$ cat src/rtl/haar_pkg.sv
// haar_pkg: shared types and constants for the Haar cascade sequencer.
//   haar_rect_t  : one weighted rectangle {x, y, w, h, weight(signed 3b)}
//   haar_feat_t  : three rectangles (rects[0] evaluated first), threshold, left/right votes
//   haar_stage_t : {feat_count[7:0], stage_thresh}
//   haar_state_t : controller FSM state encoding
package haar_pkg;

    localparam int NUM_STAGES = 22;
    localparam int WIN_SIZE   = 20;
    localparam int ACC_W      = 32;
    localparam int II_W       = 32;

    typedef struct packed {
        logic [4:0]        x;
        logic [4:0]        y;
        logic [4:0]        w;
        logic [4:0]        h;
        logic signed [2:0] weight;
    } haar_rect_t;

    typedef struct packed {
        haar_rect_t [2:0]        rects;
        logic signed [ACC_W-1:0] feat_thresh;
        logic signed [ACC_W-1:0] left_val;
        logic signed [ACC_W-1:0] right_val;
    } haar_feat_t;

    typedef struct packed {
        logic [7:0]              feat_count;
        logic signed [ACC_W-1:0] stage_thresh;
    } haar_stage_t;

    typedef enum logic [2:0] {
        ST_IDLE,
        ST_STG_LD,
        ST_FEAT_LD,
        ST_CORNER,
        ST_RECT_ACC,
        ST_FEAT_CMP,
        ST_STG_CMP,
        ST_DONE
    } haar_state_t;

    // Absolute corner coordinate: origin + rect offset + optional extent, 6-bit wrap.
    function automatic logic [5:0] corner_coord(input logic [4:0] origin,
                                                input logic [4:0] offset,
                                                input logic [4:0] extent,
                                                input logic       use_extent);
        logic [5:0] ext6;
        ext6 = use_extent ? {1'b0, extent} : 6'd0;
        return {1'b0, origin} + {1'b0, offset} + ext6;
    endfunction

endpackage

$ cat src/rtl/haar_rect_sum.sv
// haar_rect_sum: four-corner integral-image accumulator for one rectangle.
//   Computes A - B - C + D as corners arrive (corner index 0..3 = A,B,C,D).
// Ports:
//   clk, rst   clock, asynchronous active-high reset
//   clear      zero the running sum (start of a rectangle)
//   valid_in   accept sample for the given corner this cycle
//   corner     corner index of sample (0=A, 1=B, 2=C, 3=D)
//   sample     unsigned integral-image value
//   sum        signed running rectangle sum (wraps at ACC_W bits)
module haar_rect_sum
    import haar_pkg::*;
(
    input  logic                    clk,
    input  logic                    rst,
    input  logic                    clear,
    input  logic                    valid_in,
    input  logic [1:0]              corner,
    input  logic [II_W-1:0]         sample,
    output logic signed [ACC_W-1:0] sum
);

    logic signed [ACC_W-1:0] sum_reg;
    logic signed [ACC_W-1:0] sample_ext;

    assign sample_ext = ACC_W'(sample);

    always_ff @(posedge clk or posedge rst) begin
        if (rst) begin
            sum_reg <= '0;
        end else if (clear) begin
            sum_reg <= '0;
        end else if (valid_in) begin
            // A and D add, B and C subtract.
            if (corner == 2'd0 || corner == 2'd3) begin
                sum_reg <= sum_reg + sample_ext;
            end else begin
                sum_reg <= sum_reg - sample_ext;
            end
        end
    end

    assign sum = sum_reg;

endmodule

$ cat src/rtl/haar_cascade_sequencer.sv
// haar_cascade_sequencer: walks the stage/feature ROMs for one 20x20 window,
// fetches four integral-image corners per rectangle and produces a face verdict.
// Ports:
//   Clk, Reset            clock, asynchronous active-high reset
//   START, win_x, win_y   start request (accepted only in IDLE) and window origin
//   stg_addr/stg_data     stage ROM (1-cycle read latency)
//   feat_addr/feat_data   feature ROM (1-cycle read latency)
//   ii_req/ii_x/ii_y      integral read request and absolute corner coordinate
//   ii_gnt/ii_data        grant with same-cycle data
//   busy, done            evaluation in progress / 1-cycle completion pulse
//   is_face, fail_stage   verdict and failing stage (NUM_STAGES when passed)
// Optional build macro HAAR_PERF_CNT_EN adds perf_cycles[15:0] (busy cycles)
// and perf_feats[11:0] (completed feature compares); both saturate.
module haar_cascade_sequencer
    import haar_pkg::*;
#(
    parameter int NUM_STAGES = haar_pkg::NUM_STAGES,
    parameter int FEAT_AW    = 13
) (
    input  logic                            Clk,
    input  logic                            Reset,
    input  logic                            START,
    input  logic [4:0]                      win_x,
    input  logic [4:0]                      win_y,
    output logic [4:0]                      stg_addr,
    input  logic [$bits(haar_stage_t)-1:0]  stg_data,
    output logic [FEAT_AW-1:0]              feat_addr,
    input  logic [$bits(haar_feat_t)-1:0]   feat_data,
    output logic                            ii_req,
    output logic [5:0]                      ii_x,
    output logic [5:0]                      ii_y,
    input  logic                            ii_gnt,
    input  logic [II_W-1:0]                 ii_data,
    output logic                            busy,
    output logic                            done,
    output logic                            is_face,
    output logic [4:0]                      fail_stage
`ifdef HAAR_PERF_CNT_EN
    ,
    output logic [15:0]                     perf_cycles,
    output logic [11:0]                     perf_feats
`endif
);

    localparam logic [4:0] LAST_STAGE = 5'(NUM_STAGES - 1);
    localparam logic [4:0] PASS_CODE  = 5'(NUM_STAGES);

    haar_state_t             state_reg, state_next;
    logic                    phase_reg, phase_next;   // 0: address presented, 1: ROM data valid
    logic [4:0]              stage_reg, stage_next;
    logic [FEAT_AW-1:0]      feat_addr_reg, feat_addr_next;
    logic [4:0]              win_x_reg, win_x_next;
    logic [4:0]              win_y_reg, win_y_next;
    logic [7:0]              feat_rem_reg, feat_rem_next;
    logic signed [ACC_W-1:0] stage_thresh_reg, stage_thresh_next;
    haar_feat_t              feat_reg, feat_next;
    logic signed [ACC_W-1:0] feat_sum_reg, feat_sum_next;
    logic signed [ACC_W-1:0] stage_acc_reg, stage_acc_next;
    logic [1:0]              rect_idx_reg, rect_idx_next;
    logic [1:0]              corner_reg, corner_next;
    logic                    is_face_reg, is_face_next;
    logic [4:0]              fail_stage_reg, fail_stage_next;

    logic                    rs_clear, rs_valid;
    logic signed [ACC_W-1:0] rect_sum;
    haar_stage_t             stg_in;
    haar_feat_t              feat_in;
    haar_rect_t              cur_rect;
    logic [2:0]              rect_live;   // rect has non-zero w and h
    logic [2:0]              rect_w_nz;   // rect has non-zero w (terminates the list when zero)
    logic                    next_rect_ok;
    logic signed [ACC_W-1:0] weight_ext, weighted, vote;

    assign stg_in  = haar_stage_t'(stg_data);
    assign feat_in = haar_feat_t'(feat_data);

    genvar gi;
    generate
        for (gi = 0; gi < 3; gi++) begin : g_rect
            assign rect_w_nz[gi] = (feat_reg.rects[gi].w != 5'd0);
            assign rect_live[gi] = rect_w_nz[gi] && (feat_reg.rects[gi].h != 5'd0);
        end
    endgenerate

    always_comb begin
        case (rect_idx_reg)
            2'd0:    cur_rect = feat_reg.rects[0];
            2'd1:    cur_rect = feat_reg.rects[1];
            default: cur_rect = feat_reg.rects[2];
        endcase
    end

    assign next_rect_ok = (rect_idx_reg == 2'd0) ? rect_w_nz[1] :
                          (rect_idx_reg == 2'd1) ? rect_w_nz[2] : 1'b0;

    assign weight_ext = {{(ACC_W-3){cur_rect.weight[2]}}, cur_rect.weight};
    assign weighted   = weight_ext * rect_sum;
    assign vote       = (feat_sum_reg < feat_reg.feat_thresh) ? feat_reg.left_val
                                                              : feat_reg.right_val;

    haar_rect_sum u_rect_sum (
        .clk      (Clk),
        .rst      (Reset),
        .clear    (rs_clear),
        .valid_in (rs_valid),
        .corner   (corner_reg),
        .sample   (ii_data),
        .sum      (rect_sum)
    );

    always_comb begin
        state_next        = state_reg;
        phase_next        = phase_reg;
        stage_next        = stage_reg;
        feat_addr_next    = feat_addr_reg;
        win_x_next        = win_x_reg;
        win_y_next        = win_y_reg;
        feat_rem_next     = feat_rem_reg;
        stage_thresh_next = stage_thresh_reg;
        feat_next         = feat_reg;
        feat_sum_next     = feat_sum_reg;
        stage_acc_next    = stage_acc_reg;
        rect_idx_next     = rect_idx_reg;
        corner_next       = corner_reg;
        is_face_next      = is_face_reg;
        fail_stage_next   = fail_stage_reg;
        rs_clear          = 1'b0;
        rs_valid          = 1'b0;

        case (state_reg)
            ST_IDLE: begin
                if (START) begin
                    win_x_next      = win_x;
                    win_y_next      = win_y;
                    stage_acc_next  = '0;
                    stage_next      = '0;
                    feat_addr_next  = '0;
                    is_face_next    = 1'b0;
                    fail_stage_next = '0;
                    phase_next      = 1'b0;
                    state_next      = ST_STG_LD;
                end
            end
            ST_STG_LD: begin
                if (!phase_reg) begin
                    phase_next = 1'b1;
                end else begin
                    phase_next        = 1'b0;
                    feat_rem_next     = stg_in.feat_count;
                    stage_thresh_next = stg_in.stage_thresh;
                    state_next        = (stg_in.feat_count == 8'd0) ? ST_STG_CMP : ST_FEAT_LD;
                end
            end
            ST_FEAT_LD: begin
                if (!phase_reg) begin
                    phase_next = 1'b1;
                end else begin
                    phase_next    = 1'b0;
                    feat_next     = feat_in;
                    feat_sum_next = '0;
                    rect_idx_next = '0;
                    corner_next   = '0;
                    rs_clear      = 1'b1;
                    state_next    = ST_CORNER;
                end
            end
            ST_CORNER: begin
                // Degenerate rectangles fall through with a zero sum and no reads.
                if (!rect_live[rect_idx_reg]) begin
                    state_next = ST_RECT_ACC;
                end else if (ii_gnt) begin
                    rs_valid    = 1'b1;
                    corner_next = corner_reg + 2'd1;
                    if (corner_reg == 2'd3) begin
                        state_next = ST_RECT_ACC;
                    end
                end
            end
            ST_RECT_ACC: begin
                feat_sum_next = feat_sum_reg + weighted;
                if (next_rect_ok) begin
                    rect_idx_next = rect_idx_reg + 2'd1;
                    corner_next   = '0;
                    rs_clear      = 1'b1;
                    state_next    = ST_CORNER;
                end else begin
                    state_next = ST_FEAT_CMP;
                end
            end
            ST_FEAT_CMP: begin
                stage_acc_next = stage_acc_reg + vote;
                feat_addr_next = feat_addr_reg + 1'b1;
                feat_rem_next  = feat_rem_reg - 8'd1;
                state_next     = (feat_rem_reg == 8'd1) ? ST_STG_CMP : ST_FEAT_LD;
            end
            ST_STG_CMP: begin
                if (stage_acc_reg < stage_thresh_reg) begin
                    is_face_next    = 1'b0;
                    fail_stage_next = stage_reg;
                    state_next      = ST_DONE;
                end else if (stage_reg == LAST_STAGE) begin
                    is_face_next    = 1'b1;
                    fail_stage_next = PASS_CODE;
                    state_next      = ST_DONE;
                end else begin
                    // Feature address keeps running: features are stored back to back.
                    stage_next     = stage_reg + 5'd1;
                    stage_acc_next = '0;
                    phase_next     = 1'b0;
                    state_next     = ST_STG_LD;
                end
            end
            ST_DONE: begin
                state_next = ST_IDLE;
            end
            default: begin
                state_next = ST_IDLE;
            end
        endcase
    end

    always_ff @(posedge Clk or posedge Reset) begin
        if (Reset) begin
            state_reg        <= ST_IDLE;
            phase_reg        <= 1'b0;
            stage_reg        <= '0;
            feat_addr_reg    <= '0;
            win_x_reg        <= '0;
            win_y_reg        <= '0;
            feat_rem_reg     <= '0;
            stage_thresh_reg <= '0;
            feat_reg         <= '0;
            feat_sum_reg     <= '0;
            stage_acc_reg    <= '0;
            rect_idx_reg     <= '0;
            corner_reg       <= '0;
            is_face_reg      <= 1'b0;
            fail_stage_reg   <= '0;
        end else begin
            state_reg        <= state_next;
            phase_reg        <= phase_next;
            stage_reg        <= stage_next;
            feat_addr_reg    <= feat_addr_next;
            win_x_reg        <= win_x_next;
            win_y_reg        <= win_y_next;
            feat_rem_reg     <= feat_rem_next;
            stage_thresh_reg <= stage_thresh_next;
            feat_reg         <= feat_next;
            feat_sum_reg     <= feat_sum_next;
            stage_acc_reg    <= stage_acc_next;
            rect_idx_reg     <= rect_idx_next;
            corner_reg       <= corner_next;
            is_face_reg      <= is_face_next;
            fail_stage_reg   <= fail_stage_next;
        end
    end

    assign stg_addr   = stage_reg;
    assign feat_addr  = feat_addr_reg;
    assign busy       = (state_reg != ST_IDLE) && (state_reg != ST_DONE);
    assign done       = (state_reg == ST_DONE);
    assign is_face    = is_face_reg;
    assign fail_stage = fail_stage_reg;
    // Coordinates depend only on registers, so they stay put while waiting for a grant.
    assign ii_req     = (state_reg == ST_CORNER) && rect_live[rect_idx_reg];
    assign ii_x       = corner_coord(win_x_reg, cur_rect.x, cur_rect.w, corner_reg[0]);
    assign ii_y       = corner_coord(win_y_reg, cur_rect.y, cur_rect.h, corner_reg[1]);

`ifdef HAAR_PERF_CNT_EN
    logic [15:0] perf_cycles_reg;
    logic [11:0] perf_feats_reg;

    always_ff @(posedge Clk or posedge Reset) begin
        if (Reset) begin
            perf_cycles_reg <= '0;
            perf_feats_reg  <= '0;
        end else if (state_reg == ST_IDLE && START) begin
            perf_cycles_reg <= '0;
            perf_feats_reg  <= '0;
        end else begin
            if (busy && !(&perf_cycles_reg)) begin
                perf_cycles_reg <= perf_cycles_reg + 16'd1;
            end
            if (state_reg == ST_FEAT_CMP && !(&perf_feats_reg)) begin
                perf_feats_reg <= perf_feats_reg + 12'd1;
            end
        end
    end

    assign perf_cycles = perf_cycles_reg;
    assign perf_feats  = perf_feats_reg;
`endif

endmodule

$ cat config.mk
export PLATFORM = sky130hd
export DESIGN_NAME = haar_cascade_sequencer
export DESIGN_NICKNAME = d
export VERILOG_FILES = /design/src/rtl/haar_pkg.sv /design/src/rtl/haar_rect_sum.sv /design/src/rtl/haar_cascade_sequencer.sv
export SDC_FILE = /design/constraint.sdc
export NUM_CORES = 1
export LEC_CHECK = 0
export ABC_CLOCK_PERIOD_IN_PS = 19000
export BUFFER_PORTS_ARGS = -buffer_cell sky130_fd_sc_hd__buf_2
export CAP_MARGIN = 20
export CORE_MARGIN = 2
export CORE_UTILIZATION = 60
export DETAILED_ROUTE_END_ITERATION = 8
export MAX_ROUTING_LAYER = met4
export PLACE_DENSITY = 0.89
export SETUP_SLACK_MARGIN = 0.1
export SLEW_MARGIN = 20
export SYNTH_ARGS = -nofsm -noshare
export SYNTH_HDL_FRONTEND = slang
export SYNTH_HIERARCHICAL = 1
export SYNTH_SLANG_ARGS = --single-unit
$ cat constraint.sdc
create_clock -name Clk -period 19 [get_ports Clk]
set_input_delay 2.85 -clock Clk [delete_from_list [all_inputs] [get_ports Clk]]
set_output_delay 2.85 -clock Clk [all_outputs]
set_load 0.1 [all_outputs]
Word level (Yosys, flattened, before mapping)
Index checks and enable logic that the tools add are counted.
- logic and storage cells: 173
- register bits after elaboration: 343
- output and inout port bits: 39
- bits of input ports: 251
- magnitude comparators: 3
- add/subtract/negate cells: 13
- $mul: 1
- muxes and demuxes: 61
- equal/unequal tests: 23
- reduce and logical (&&, ||, !) cells: 39
- operators by type and width (cell ; count):
    two-way mux 32 bit ; 8
    adder 32 bit ; 3
    case mux 32 bit (3 select lines) ; 1
    less-than comparator 32 bit ; 2
    case mux 32 bit (2 select lines) ; 1
    case mux 23 bit (2 select lines) ; 1
    two-way mux 5 bit ; 7
    two-way mux 3 bit ; 11
    multiplier 3 x 32 -> 32 bit ; 1
    subtractor 32 bit ; 1
    nonzero test 5 bit ; 6
    case mux 13 bit (2 select lines) ; 1
    case mux 3 bit (8 select lines) ; 1
    case mux 5 bit (2 select lines) ; 2
    case mux 8 bit (2 select lines) ; 1
    two-way mux 1 bit ; 14
    != test 2 bit (second input constant) ; 7
    adder 13 x 1 -> 13 bit (second input constant) ; 1
    two-way mux 13 bit ; 1
    adder 5 x 5 -> 6 bit ; 2
    adder 6 x 5 -> 6 bit ; 2
    == test 3 bit (second input constant) ; 4
    != test 3 bit (second input constant) ; 4
    AND reduction 2 bit ; 6
    other kinds (29) ; 52

Logic depth before layout (Yosys ltp)
- depth in word-level cells: 8
- depth in mapped cells: 26
- mapped depth without buffers: 24

By module
Netlist, hierarchy kept.
- by module, submodules not included (module ; instances ; cells an instance ; area an instance (um^2)):
    haar_cascade_sequencer ; 1 ; 2278 ; 20106.8
    haar_rect_sum ; 1 ; 497 ; 3860.0

Worst setup path before layout
No wires, ideal clock.
- path type: reg2out
- start point: register rect_idx_reg[0]
- end point: output port ii_x[5]
- arrival time: 4.215 ns
- cell stages (with the launch flop): 18
- path slack: 11.935 ns
- cells stage by stage: dfrtp_1 inv_1 ha_1 clkbuf_1 nor2_1 clkbuf_1 nand2_1 nand2_1 nand2_1 fa_1 inv_1 ha_1 inv_1 fa_1 inv_1 a21o_1 a21oi_1 xor2_1
- longest elaborated chain between the ends: 4
- elaborated cells on any way between the ends: 6
- ends and longest elaborated chain (what ; RTL line ; source):
    start, declared ; haar_cascade_sequencer.sv:59 ; logic [1:0] rect_idx_reg, rect_idx_next;
    start signal, assigned ; haar_cascade_sequencer.sv:251 ; rect_idx_reg <= rect_idx_next;
    == test 2 x 1 -> 1 bit or logical NOT 2 bit (tied branches) ; haar_cascade_sequencer.sv:86 ; case (rect_idx_reg)
    case mux 23 bit (2 select lines) * ; haar_cascade_sequencer.sv:86 ;
    adder 5 x 5 -> 6 bit or two-way mux 5 bit (tied branches) ; haar_pkg.sv:51, haar_pkg.sv:50 ;
    adder 6 x 5 -> 6 bit * ; haar_pkg.sv:51 ; return {1'b0, origin} + {1'b0, offset} + ext6;
    end, declared ; haar_cascade_sequencer.sv:30 ; output logic [5:0] ii_x,
Every way passes the cells marked *; elsewhere a longest branch is shown, timed or not.

Worst setup path after layout
- start point: register rect_idx_reg[0]
- end point: register feat_sum_reg[30]
- longest elaborated chain between the ends: 5
- elaborated cells on any way between the ends: 6
- ends and longest elaborated chain (what ; RTL line ; source):
    == test 2 x 1 -> 1 bit or logical NOT 2 bit (tied branches) ; haar_cascade_sequencer.sv:86 ;
    case mux 23 bit (2 select lines) * ; haar_cascade_sequencer.sv:86 ;
    multiplier 3 x 32 -> 32 bit * ; haar_cascade_sequencer.sv:97 ; assign weighted = weight_ext * rect_sum;
    adder 32 bit * ; haar_cascade_sequencer.sv:180 ; feat_sum_next = feat_sum_reg + weighted;
    case mux 32 bit (2 select lines) * ; haar_cascade_sequencer.sv:130 ; case (state_reg)
    end signal, assigned ; haar_cascade_sequencer.sv:249 ; feat_sum_reg <= feat_sum_next;
    end, declared ; haar_cascade_sequencer.sv:57 ; logic signed [ACC_W-1:0] feat_sum_reg, feat_sum_next;
Marks and branches as above.
A chain may end at the register's enable or synchronous reset.

==> flow_summary.json <==
{
  "status": "completed",
  "wirelength_mm": 64.4,
  "cts_tree": "built",
  "grt_pass1_vias": 21300,
  "first_iter_violations": 1603,
  "cpMostUsedCell": "fa_1",
  "nets": 3555,
  "cap_viol_max_count": 0,
  "syn_nets": 3315,
  "tns_ps": 0,
  "synth-seq-cells": 343,
  "synth_flop_cell": "dfrtp_1",
  "maxSlewViolCount": 0,
  "r2r-end": "feat_sum_reg[30]",
  "max_stage_delay_ps": 790,
  "drc": 0,
  "cp.required_ps": 19390,
  "setup_viol": 0,
  "crit_arrival_ps": 8080,
  "cp-end-kind": "register",
  "initial_utilization_pct": 60.6,
  "grt_usage_pct": 32.3,
  "worst_pin_slew_ps": 1060,
  "antenna_found_initial": 9,
  "die_x_um": 204,
  "synth-edff-count": 0,
  "cts_setup_buffers": 0,
  "cts.sinks": 343,
  "detail_route.wl_per_cell_um": 18.0,
  "path_cells": "inv_1 > ha_1 > nor2_1 > buf_4 > nand2_1 > nand2_1 > nand2_1 > fa_1 > fa_1 > inv_1 > fa_1 > ha_1 > fa_1 > a21oi_1 > o21ai_1 > a2111oi_1 > o31ai_1 > a21oi_1 > a31o_2 > o21ai_1 > o41a_1 > a21oi_1 > xor2_1 > o21ai_0",
  "drive_above_1_share_pct": 14.2,
  "placementRows": 73,
  "seq_area_frac_synth_pct": 35.8,
  "overflow": 0,
  "cts.clk_slew.worst_paths_ps": 60,
  "dr_total_vias": 21100,
  "slowest_stage": "ha_1",
  "cts_hold_buf": 0,
  "critical_path.startpoint": "rect_idx_reg[0]",
  "core_sq_um": 39500,
  "synth_top_area_share_pct": 35.8,
  "fin_crit_ps": 7690,
  "rsz0062_at_grt": "no",
  "cts_max_path_buffers": 3,
  "period_share_pct": 40.5,
  "synthArstFlopShare_pct": 100,
  "die_area_sq_um": 41600,
  "r2r-start": "rect_idx_reg[0]",
  "dpl.hpwl_mm": 47.8,
  "fmax_mhz": 130,
  "n_fill_cell": 3083,
  "crit_fanout": 31,
  "synthCells": 2775,
  "holdCritPathClass": "register to register",
  "cts.repair.resized": 0,
  "grt_max_degree": 134,
  "portBuffers": 289,
  "ys_warn_count": 6,
  "area_delta_synth_final_pct": 13.4,
  "skew_ps": 32.2,
  "root_buffer": "clkbuf_16",
  "worstSetupPathType": "register to register",
  "reg2reg_slack_ps": 11310,
  "cts_buffers": 39,
  "synthesis.area_sq_um": 24000,
  "crit_path_end": "feat_sum_reg[30]",
  "synth.distinct_cells": 83,
  "slew-limit-headroom_pct": 29.2,
  "yosys.area.top_type": "dfrtp_1",
  "grt_pass1_wl_mm": 106,
  "ant_nets": 0,
  "hold_violations": 0,
  "avgSynthCellArea_sq_um": 8.64,
  "die_h_um": 204,
  "reg2reg_depth": 24,
  "synth.top_cells.by_area": "dfrtp_1 36%, ha_1 11%, nand2_1 10%",
  "startpoint_type": "register",
  "htree_levels": 2,
  "largest_register_ffs": 165,
  "drt_first_pass_iters": 8,
  "gp_congestion": 0.975,
  "insertion_delay_ps": 560,
  "viasPerCell": 5.91,
  "num_io_pins": 290
}
==> cell families (layout without fill, tap and decap cells) <==
logic type               count (synthesis)  after routing  synth area share [%]
buffers and inverters                  250            515                  3.94
AO/OA/AOI/OAI                          599            599                  15.6
multiplexers                            53             53                  2.44
flip-flops                             343            343                  35.8
XOR/XNOR                               112            112                  4.12
adder cells (fa/ha/maj)                289            289                  17.4
AND/OR/NAND/NOR                       1129           1129                  20.7
other                                    0              9                     0
==> worst max-delay path: cells and delay by family (launching register included) <==
kind | cells | cell delay, ps
AO/OA/AOI/OAI | 10 | 2530
XOR/XNOR | 1 | 170
adder cells (fa/ha/maj) | 6 | 2930
buffers and inverters | 3 | 440
flip-flops | 1 | 410
AND/OR/NAND/NOR | 4 | 1010
==> layer usage <==
metal  vias to the layer above  share of wire, %  track usage, %  wire, um
met5                         -                 0               -         0
met4                         0               3.7            12.5      2370
met3                       170               6.6            4.80      4220
met2                       777                49            53.2     31300
met1                     10200                41            40.5     26500
li1                       9976                 -               -         -
==> how the worst min path moves through the flow <==
stage / cells after the start / startpoint / end / slack (ps)
global route: 2 / feat_reg[25] / feat_reg[25] / 490
finish: 2 / feat_reg[34] / feat_reg[34] / 470
floorplan: 2 / feat_reg[64] / feat_reg[64] / 440
global placement: 2 / feat_reg[48] / feat_reg[48] / 450
CTS: 2 / feat_reg[45] / feat_reg[45] / 470
detailed placement: 2 / feat_reg[55] / feat_reg[55] / 460
==> through the flow <==
step / setup slack [ps] / area [sq um] / util, % / hold slack (ps) / cells
final: 11310 / 27200 / 68.7 / 468 / 3574
after detailed placement: 11550 / 25800 / 65.4 / 457 / 3499
after global routing: 10900 / 27200 / 68.7 / 489 / 3574
after floorplan: 7550 / 24000 / - / 438 / 2775
after CTS: 11440 / 27200 / 68.7 / 472 / 3565
after global placement: 12010 / 25800 / 65.4 / 452 / 3499
==> cells in the final DEF, fill, tap and decap left out, types with 10 or more instances in the layout <==
cell and count:
o21a_1 14, nor2_1 138, nand2_1 667, a22oi_1 16
fa_1 74, a21o_1 62, or3_1 11, o31ai_1 12
and2_1 64, nor2b_1 16, a31oi_1 10, o21bai_1 12
buf_2 289, inv_1 139, a22o_1 15, xor2_1 48
nand3b_1 10, dfrtp_1 343, nand4_1 23, a21oi_1 150
and3_1 22, clkbuf_16 39, nand3_1 77, mux2_2 32
o211ai_1 10, nand2b_1 20, ha_1 215, mux2i_1 19
buf_4 20, xnor2_1 63, a211oi_1 13, o21ai_0 205
nor3_1 40
==> area by class of cell <==
cell class / count / area (sq um) / share of cell area [%]
diodes: 9 / 22.5 / 0.0829
clock buffers: 55 / 1130 / 4.14
clock inverters: 11 / 188 / 0.690
inverters: 140 / 533 / 1.96
multi-input cells: 2182 / 14500 / 53.3
flip-flops and latches: 343 / 8580 / 31.6
well taps: 525 / 657 / 2.42
repair buffers: 309 / 1600 / 5.87
==> Yosys cell counts, types with 11 or more instances <==
library cell / count
o21bai_1: 12
o21ai_0: 205
fa_1: 74
a211oi_1: 13
xor2_1: 48
a22o_1: 15
inv_1: 140
nand2b_1: 20
mux2i_1: 19
o31ai_1: 12
and2_1: 64
o21a_1: 14
nand4_1: 23
mux2_2: 32
clkbuf_1: 101
dfrtp_1: 343
xnor2_1: 63
nor2_1: 140
nor2b_1: 16
a21oi_1: 151
and3_1: 22
nand3_1: 78
ha_1: 215
a21o_1: 62
a22oi_1: 16
nand2_1: 667
or3_1: 11
nor3_1: 41
Power is left out: the tool's default activity adds up to more than one toggle a clock period on the data nets, which glitch-free logic cannot reach.
